===== config.mk =====
export PLATFORM = sky130hd
export DESIGN_NAME = result_buffer_flat
export DESIGN_NICKNAME = d
export VERILOG_FILES = /design/src/rtl/result_buffer_pkg.sv /design/src/rtl/result_buffer_if.sv /design/src/rtl/result_buffer_mem.sv /design/src/rtl/result_buffer.sv /design/src/flat_wrapper.sv
export SDC_FILE = /design/constraint.sdc
export NUM_CORES = 1
export LEC_CHECK = 0
export ABC_AREA = 1
export BUFFER_PORTS_ARGS = -buffer_cell sky130_fd_sc_hd__buf_2
export CORE_UTILIZATION = 60
export DETAILED_ROUTE_END_ITERATION = 10
export PLACE_DENSITY = 0.82
export SLEW_MARGIN = 20
export SYNTH_ARGS = -nofsm -noshare
export SYNTH_HDL_FRONTEND = slang
export SYNTH_HIERARCHICAL = 1
export SYNTH_SLANG_ARGS = --single-unit

===== constraint.sdc =====
create_clock -name clk -period 4.8 [get_ports clk]
set_clock_uncertainty 0.2 [all_clocks]
set_input_delay 0.96 -clock clk [delete_from_list [all_inputs] [get_ports clk]]
set_output_delay 0.96 -clock clk [all_outputs]
set_load 0.1 [all_outputs]

===== src/rtl/result_buffer_pkg.sv =====
`default_nettype none
// ============================================================================
// Module      : result_buffer_pkg
// Description : Shared constants for the result_buffer slice. These are the
//               default FIFO geometry and the width and saturation value of
//               the optional drop counter.
// Revision    : 1.0 - initial release
// ============================================================================
package result_buffer_pkg;

    localparam int RES_DATA_WIDTH_DEFAULT = 16;
    localparam int RES_DEPTH_DEFAULT      = 4;

    localparam int DROP_CNT_WIDTH = 16;
    localparam logic [DROP_CNT_WIDTH-1:0] DROP_CNT_MAX = '1;

endpackage : result_buffer_pkg
`default_nettype wire


===== src/rtl/result_buffer_if.sv =====
`default_nettype none
// ============================================================================
// Module      : result_buffer_if
// Description : Valid/ready result stream from the result buffer to its
//               consumer.
//   m_data  : head-of-FIFO result   (master -> slave)
//   m_valid : m_data is valid       (master -> slave)
//   m_ready : consumer accepts      (slave  -> master)
// Revision    : 1.0 - initial release
// ============================================================================
interface result_buffer_if
    import result_buffer_pkg::*;
#(
    parameter int DATA_WIDTH = RES_DATA_WIDTH_DEFAULT
);
    logic [DATA_WIDTH-1:0] m_data;
    logic                  m_valid;
    logic                  m_ready;

    modport master (
        output m_data,
        output m_valid,
        input  m_ready
    );

    modport slave (
        input  m_data,
        input  m_valid,
        output m_ready
    );
endinterface : result_buffer_if
`default_nettype wire


===== src/rtl/result_buffer_mem.sv =====
`default_nettype none
// ============================================================================
// Module      : result_buffer_mem
// Description : DEPTH x DATA_WIDTH register array. It has one synchronous
//               write port and one asynchronous read port. The storage is not
//               reset.
//   clk   : write clock
//   we    : write enable
//   waddr : write address
//   wdata : write data
//   raddr : read address
//   rdata : read data (combinational)
// Revision    : 1.0 - initial release
// ============================================================================
module result_buffer_mem
    import result_buffer_pkg::*;
#(
    parameter int DATA_WIDTH = RES_DATA_WIDTH_DEFAULT,
    parameter int DEPTH      = RES_DEPTH_DEFAULT,
    localparam int AW        = $clog2(DEPTH)
) (
    input  wire logic                  clk,
    input  wire logic                  we,
    input  wire logic [AW-1:0]         waddr,
    input  wire logic [DATA_WIDTH-1:0] wdata,
    input  wire logic [AW-1:0]         raddr,
    output logic      [DATA_WIDTH-1:0] rdata
);

    logic [DATA_WIDTH-1:0] mem [DEPTH];

    always_ff @(posedge clk) begin
        if (we) begin
            mem[waddr] <= wdata;
        end
    end

    assign rdata = mem[raddr];

endmodule : result_buffer_mem
`default_nettype wire


===== src/rtl/result_buffer.sv =====
`default_nettype none
// ============================================================================
// Module      : result_buffer
// Description : Output FIFO for the polynomial-evaluation core. It captures
//               each y result on the core's out_valid strobe and presents the
//               results over a valid/ready stream. It reports the fill level
//               and a sticky overflow flag. A result that arrives while the
//               FIFO is full and not draining is dropped.
//   clk      : rising-edge clock
//   rst      : synchronous reset, active-high
//   in_data  : core result y
//   in_valid : core out_valid strobe
//   m_if     : result stream (m_data / m_valid / m_ready)
//   level    : entries currently stored, 0..DEPTH
//   ovf      : sticky dropped-sample flag
//   clr_ovf  : clears ovf (and drop_cnt when enabled)
//   drop_cnt : saturating count of dropped samples. This port exists only
//              when RESULT_BUF_DROP_CNT_EN is defined.
// Config      : `define RESULT_BUF_DROP_CNT_EN adds the drop_cnt port and its
//               counter.
// Revision    : 1.0 - initial release
// ============================================================================
module result_buffer
    import result_buffer_pkg::*;
#(
    parameter int DATA_WIDTH = RES_DATA_WIDTH_DEFAULT,
    parameter int DEPTH      = RES_DEPTH_DEFAULT,
    localparam int CNT_WIDTH = $clog2(DEPTH) + 1
) (
    input  wire logic                      clk,
    input  wire logic                      rst,
    input  wire logic [DATA_WIDTH-1:0]     in_data,
    input  wire logic                      in_valid,
    result_buffer_if.master                m_if,
    output logic      [CNT_WIDTH-1:0]      level,
    output logic                           ovf,
    input  wire logic                      clr_ovf
`ifdef RESULT_BUF_DROP_CNT_EN
    ,
    output logic      [DROP_CNT_WIDTH-1:0] drop_cnt
`endif
);

    localparam int PTR_W = CNT_WIDTH;
    localparam int AW    = PTR_W - 1;

    logic [PTR_W-1:0]      wr_ptr;
    logic [PTR_W-1:0]      rd_ptr;
    logic                  empty;
    logic                  full;
    logic                  push;
    logic                  pop;
    logic                  drop;
    logic [DATA_WIDTH-1:0] rdata;

    // Each pointer has one extra wrap bit. The FIFO is full when the
    // pointers match in the address bits and differ in the wrap bit.
    assign empty = (wr_ptr == rd_ptr);
    assign full  = (wr_ptr[PTR_W-1] != rd_ptr[PTR_W-1]) &&
                   (wr_ptr[AW-1:0] == rd_ptr[AW-1:0]);

    assign pop  = ~empty & m_if.m_ready;
    // When the FIFO is full, a same-cycle pop frees the slot that the
    // incoming result is written into.
    assign push = in_valid & (~full | pop);
    assign drop = in_valid & full & ~pop;

    result_buffer_mem #(
        .DATA_WIDTH (DATA_WIDTH),
        .DEPTH      (DEPTH)
    ) u_mem (
        .clk   (clk),
        .we    (push),
        .waddr (wr_ptr[AW-1:0]),
        .wdata (in_data),
        .raddr (rd_ptr[AW-1:0]),
        .rdata (rdata)
    );

    assign m_if.m_data  = rdata;
    assign m_if.m_valid = ~empty;

    always_ff @(posedge clk) begin
        if (rst) begin
            wr_ptr <= '0;
            rd_ptr <= '0;
            level  <= '0;
        end else begin
            if (push) begin
                wr_ptr <= wr_ptr + PTR_W'(1);
            end
            if (pop) begin
                rd_ptr <= rd_ptr + PTR_W'(1);
            end
            if (push && !pop) begin
                level <= level + CNT_WIDTH'(1);
            end else if (pop && !push) begin
                level <= level - CNT_WIDTH'(1);
            end
        end
    end

    // If a drop and a clear happen in the same cycle, the drop takes
    // priority, so that event is never lost.
    always_ff @(posedge clk) begin
        if (rst) begin
            ovf <= 1'b0;
        end else if (drop) begin
            ovf <= 1'b1;
        end else if (clr_ovf) begin
            ovf <= 1'b0;
        end
    end

`ifdef RESULT_BUF_DROP_CNT_EN
    // The clear restarts the count. A drop in the same cycle is counted as
    // the first drop after the clear.
    always_ff @(posedge clk) begin
        if (rst) begin
            drop_cnt <= '0;
        end else if (clr_ovf) begin
            drop_cnt <= drop ? DROP_CNT_WIDTH'(1) : '0;
        end else if (drop && (drop_cnt != DROP_CNT_MAX)) begin
            drop_cnt <= drop_cnt + DROP_CNT_WIDTH'(1);
        end
    end
`endif

endmodule : result_buffer
`default_nettype wire

===== src/flat_wrapper.sv =====
// flat-port wrapper written by rule: the top's interface ports become plain ports
module result_buffer_flat import result_buffer_pkg::*;
#(
    parameter int DATA_WIDTH = RES_DATA_WIDTH_DEFAULT,
    parameter int DEPTH      = RES_DEPTH_DEFAULT,
    localparam int CNT_WIDTH = $clog2(DEPTH) + 1
)
  (clk, rst, in_data, in_valid, level, ovf, clr_ovf, m_if_m_data, m_if_m_valid, m_if_m_ready);
  result_buffer_if #(.DATA_WIDTH(DATA_WIDTH)) m_if_i ();
  input  wire logic clk;
  input  wire logic rst;
  input  wire logic [DATA_WIDTH-1:0] in_data;
  input  wire logic in_valid;
  output logic      [CNT_WIDTH-1:0] level;
  output logic ovf;
  input  wire logic clr_ovf;
  output wire logic [$bits(m_if_i.m_data)-1:0] m_if_m_data;
  output wire logic [$bits(m_if_i.m_valid)-1:0] m_if_m_valid;
  input wire logic [$bits(m_if_i.m_ready)-1:0] m_if_m_ready;
  assign m_if_m_data = m_if_i.m_data;
  assign m_if_m_valid = m_if_i.m_valid;
  assign m_if_i.m_ready = m_if_m_ready;
  result_buffer #(.DATA_WIDTH(DATA_WIDTH), .DEPTH(DEPTH)) u_core (.clk(clk), .rst(rst), .in_data(in_data), .in_valid(in_valid), .m_if(m_if_i), .level(level), .ovf(ovf), .clr_ovf(clr_ovf));
endmodule

==> results.toml <==
[run_status]
status = "completed"

[place]
dpl.hpwl_um = 3620
port_buffers = 41
placed_cell_area_mm2 = 0.00358
place.gp.congestion = 0.870

[setup_path]
crit_cells = 4
cp_slowest_cell = "dfxtp_1"
cp-endpoint = "m_if_m_data[11]"
crit_type = "reg2out"
reg2regPathDepth = 9
rrSetupSlack_ns = 1.92
r2r_end = "u_core/u_mem/mem[2][2]"
critPathBufInv = 2
arrival_ns = 2.09
crit_path_max_fanout = 21
cp.required_ns = 3.64
startpoint_type = "register"
r2r-start = "u_core/rd_ptr[1]"
max_stage_delay_ns = 0.87
worstSetupEndpointType = "output port"
cp_cell_sequence = "inv_2, nand3_1, nand2_1, buf_2"
crit_family = "flip-flops"
critPathLaunch = "u_core/rd_ptr[1]"

[power_and_ir_drop]
power_leakage_nw = 1.77
p_per_area_mw_per_mm2 = 458
ir_drop_mv = 0.320

[die]
core.rowCount = 26
die-area_mm2 = 0.00584
core_area_mm2 = 0.00520
ios = 42
die_w_um = 76.4
die_y_um = 76.4
start_util = 0.638

[global_routing]
first_global_vias = 2117
grt_pass1_wl_um = 9380
grt_antenna_before_repair = 0
grt_overflow_total = 0
grtUsageTotal = 0.213
grt_max_degree = 38

[run]
maxCapViolations = 0

[worst_hold_path]
hold_path.class = "reg2reg"

[logic_synthesis]
syn-num-nets = 362
ys_seq_elements = 74
syn-mean-instance-area_um2 = 9.85
ys_seq_area_frac = 0.639
synthDistinctLibCells = 22
synth.cell_area_mm2 = 0.00332
yosysWarnings = 6
netlist_instances = 337

[final_layout]
design_area_mm2 = 0.00372
nFillCells = 390
syn_to_final_growth_pct = 12.2
multi_input_area_um2 = 813
n_antenna_cell = 0
layout.nets = 409
seq_area_mm2 = 0.00212
drive_gt1_frac = 0.186

[routing]
viasPerCell = 4.74
routed_wirelength_um = 5550
drc = 0
first_pass_iters = 4
wire_per_inst_um = 12.1
vias = 2170
postRouteAntennaNets = 0
drt_iter0_markers = 99

[clocking]
clk_latency_ns = 0.33
ctsResizeCount = 0
clk_pin_slew_ns = 0.07
cts_num_sinks = 74
cts_tree = "yes"
cts-root-buf = "clkbuf_8"
ctsHoldBuffers = 0
cts_max_level = 3
clock_path_buffers = 2
postCtsSetupRepairBufs = 0
cts_buffers = 9

[timing]
maxSlewHeadroom = 0.437
rsz0062_at_grt = "no"
setup_violations = 0
tightest_slew_ns = 0.843
tns_ns = 0
fmax_mhz = 308
min_period_over_period = 0.677
hold_viol_final = 0
finalMaxSlewViolations = 0
period_needed_ns = 3.25
-- metal layers --
layer  routed length [um]  part of all wire  track usage  up-vias
li1                     -                 -            -     1140
met4                   49            0.0088        0.102        0
met2                 2760              0.50        0.367       61
met1                 2440              0.44        0.256      963
met3                  298             0.054       0.0455        6
met5                    0                 0            0        -
-- stage by stage --
step / setup WS [ns] / util / power [mW] / cells / hold WS [ns]
6_report: 1.55 / 0.716 / 1.71 / 458 / 0.264
5_1_grt: 1.43 / 0.716 / 1.78 / 458 / 0.319
4_1_cts: 1.53 / 0.716 / 1.72 / 458 / 0.265
3_5_place_dp: 1.89 / 0.687 / 1.35 / 443 / 0.248
3_3_place_gp: 1.91 / 0.687 / 1.34 / 443 / 0.249
2_1_floorplan: 1.80 / - / 1.27 / 337 / 0.270
-- worst min path at each step --
stage / depth (start not counted) / start / to / slack [ns]
floorplan: 2 / u_core/wr_ptr[2] / u_core/wr_ptr[2] / 0.27
global placement: 2 / u_core/level[2] / u_core/level[2] / 0.25
detailed placement: 2 / u_core/level[2] / u_core/level[2] / 0.25
CTS: 2 / u_core/level[2] / u_core/level[2] / 0.26
global route: 2 / u_core/level[2] / u_core/level[2] / 0.32
finish: 2 / u_core/level[2] / u_core/level[2] / 0.26
-- worst register-to-register path: cells and delay by family (launching register included) --
family        cells  cell delay [ns]
simple gates      6             1.00
flops             1             0.87
buf+inv           3             0.51
-- sequential cells by signal, summed over array words and instances (netlist names) --
| name | count |
|---|---|
| u_core/u_mem/mem | 64 |
| u_core/level | 3 |
| u_core/rd_ptr | 3 |
| u_core/wr_ptr | 3 |
| u_core/ovf | 1 |
-- cell type report --
| class | instances | share of cell area |
|---|---|---|
| Sequential cell | 74 | 0.570 |
| Multi-Input combinational cell | 171 | 0.218 |
| Clock inverter | 6 | 0.00672 |
| Clock buffer | 9 | 0.0333 |
| Inverter | 82 | 0.0833 |
| Timing Repair Buffer | 46 | 0.0652 |
| Tap cell | 70 | 0.0235 |
-- cells by family after synthesis --
group | Yosys count | synth area share
AOI/OAI and AO/OA | 10 | 0.0151
xor gates and xnor gates | 2 | 0.00528
adders and majority gates | 4 | 0.0173
buffers and inverters | 92 | 0.122
DFF | 74 | 0.639
and+or+nand+nor | 155 | 0.201
-- synth_stat cells (all sizes together) --
cell type / n / area [um2]
xor2: 2 / 17.5
fa: 1 / 20.0
o21ai: 4 / 20.0
buf: 10 / 95.1
nor3: 4 / 20.0
a21oi: 6 / 30.0
nor2: 12 / 55.1
inv: 82 / 310
nand3: 36 / 180
nand3b: 1 / 7.51
ha: 3 / 37.5
nand2: 102 / 405
edfxtp: 64 / 1920
dfxtp: 10 / 200
-- power breakdown --
group / internal, mW / leakage (nW) / switching (mW) / total, mW
Clock: 0.176 / 0.0788 / 0.199 / 0.374
Combinational: 0.0964 / 1.02 / 0.477 / 0.574
Sequential: 0.735 / 0.670 / 0.0239 / 0.759
Total: 1.01 / 1.77 / 0.700 / 1.71
-- placed cells by master (no fill, tap or decap), types with 2 or more instances in the layout --
cell type / n
nor3_2: 4
dfxtp_1: 10
xor2_1: 2
edfxtp_1: 64
ha_1: 3
buf_4: 5
clkbuf_8: 9
o21ai_0: 4
clkinv_1: 4
nor2_1: 10
a21oi_1: 6
nand2_2: 6
nand3_1: 36
buf_2: 41
inv_1: 80
nand2_1: 95
clkinv_2: 2
Note: power is estimated with default switching activity, not from simulation.
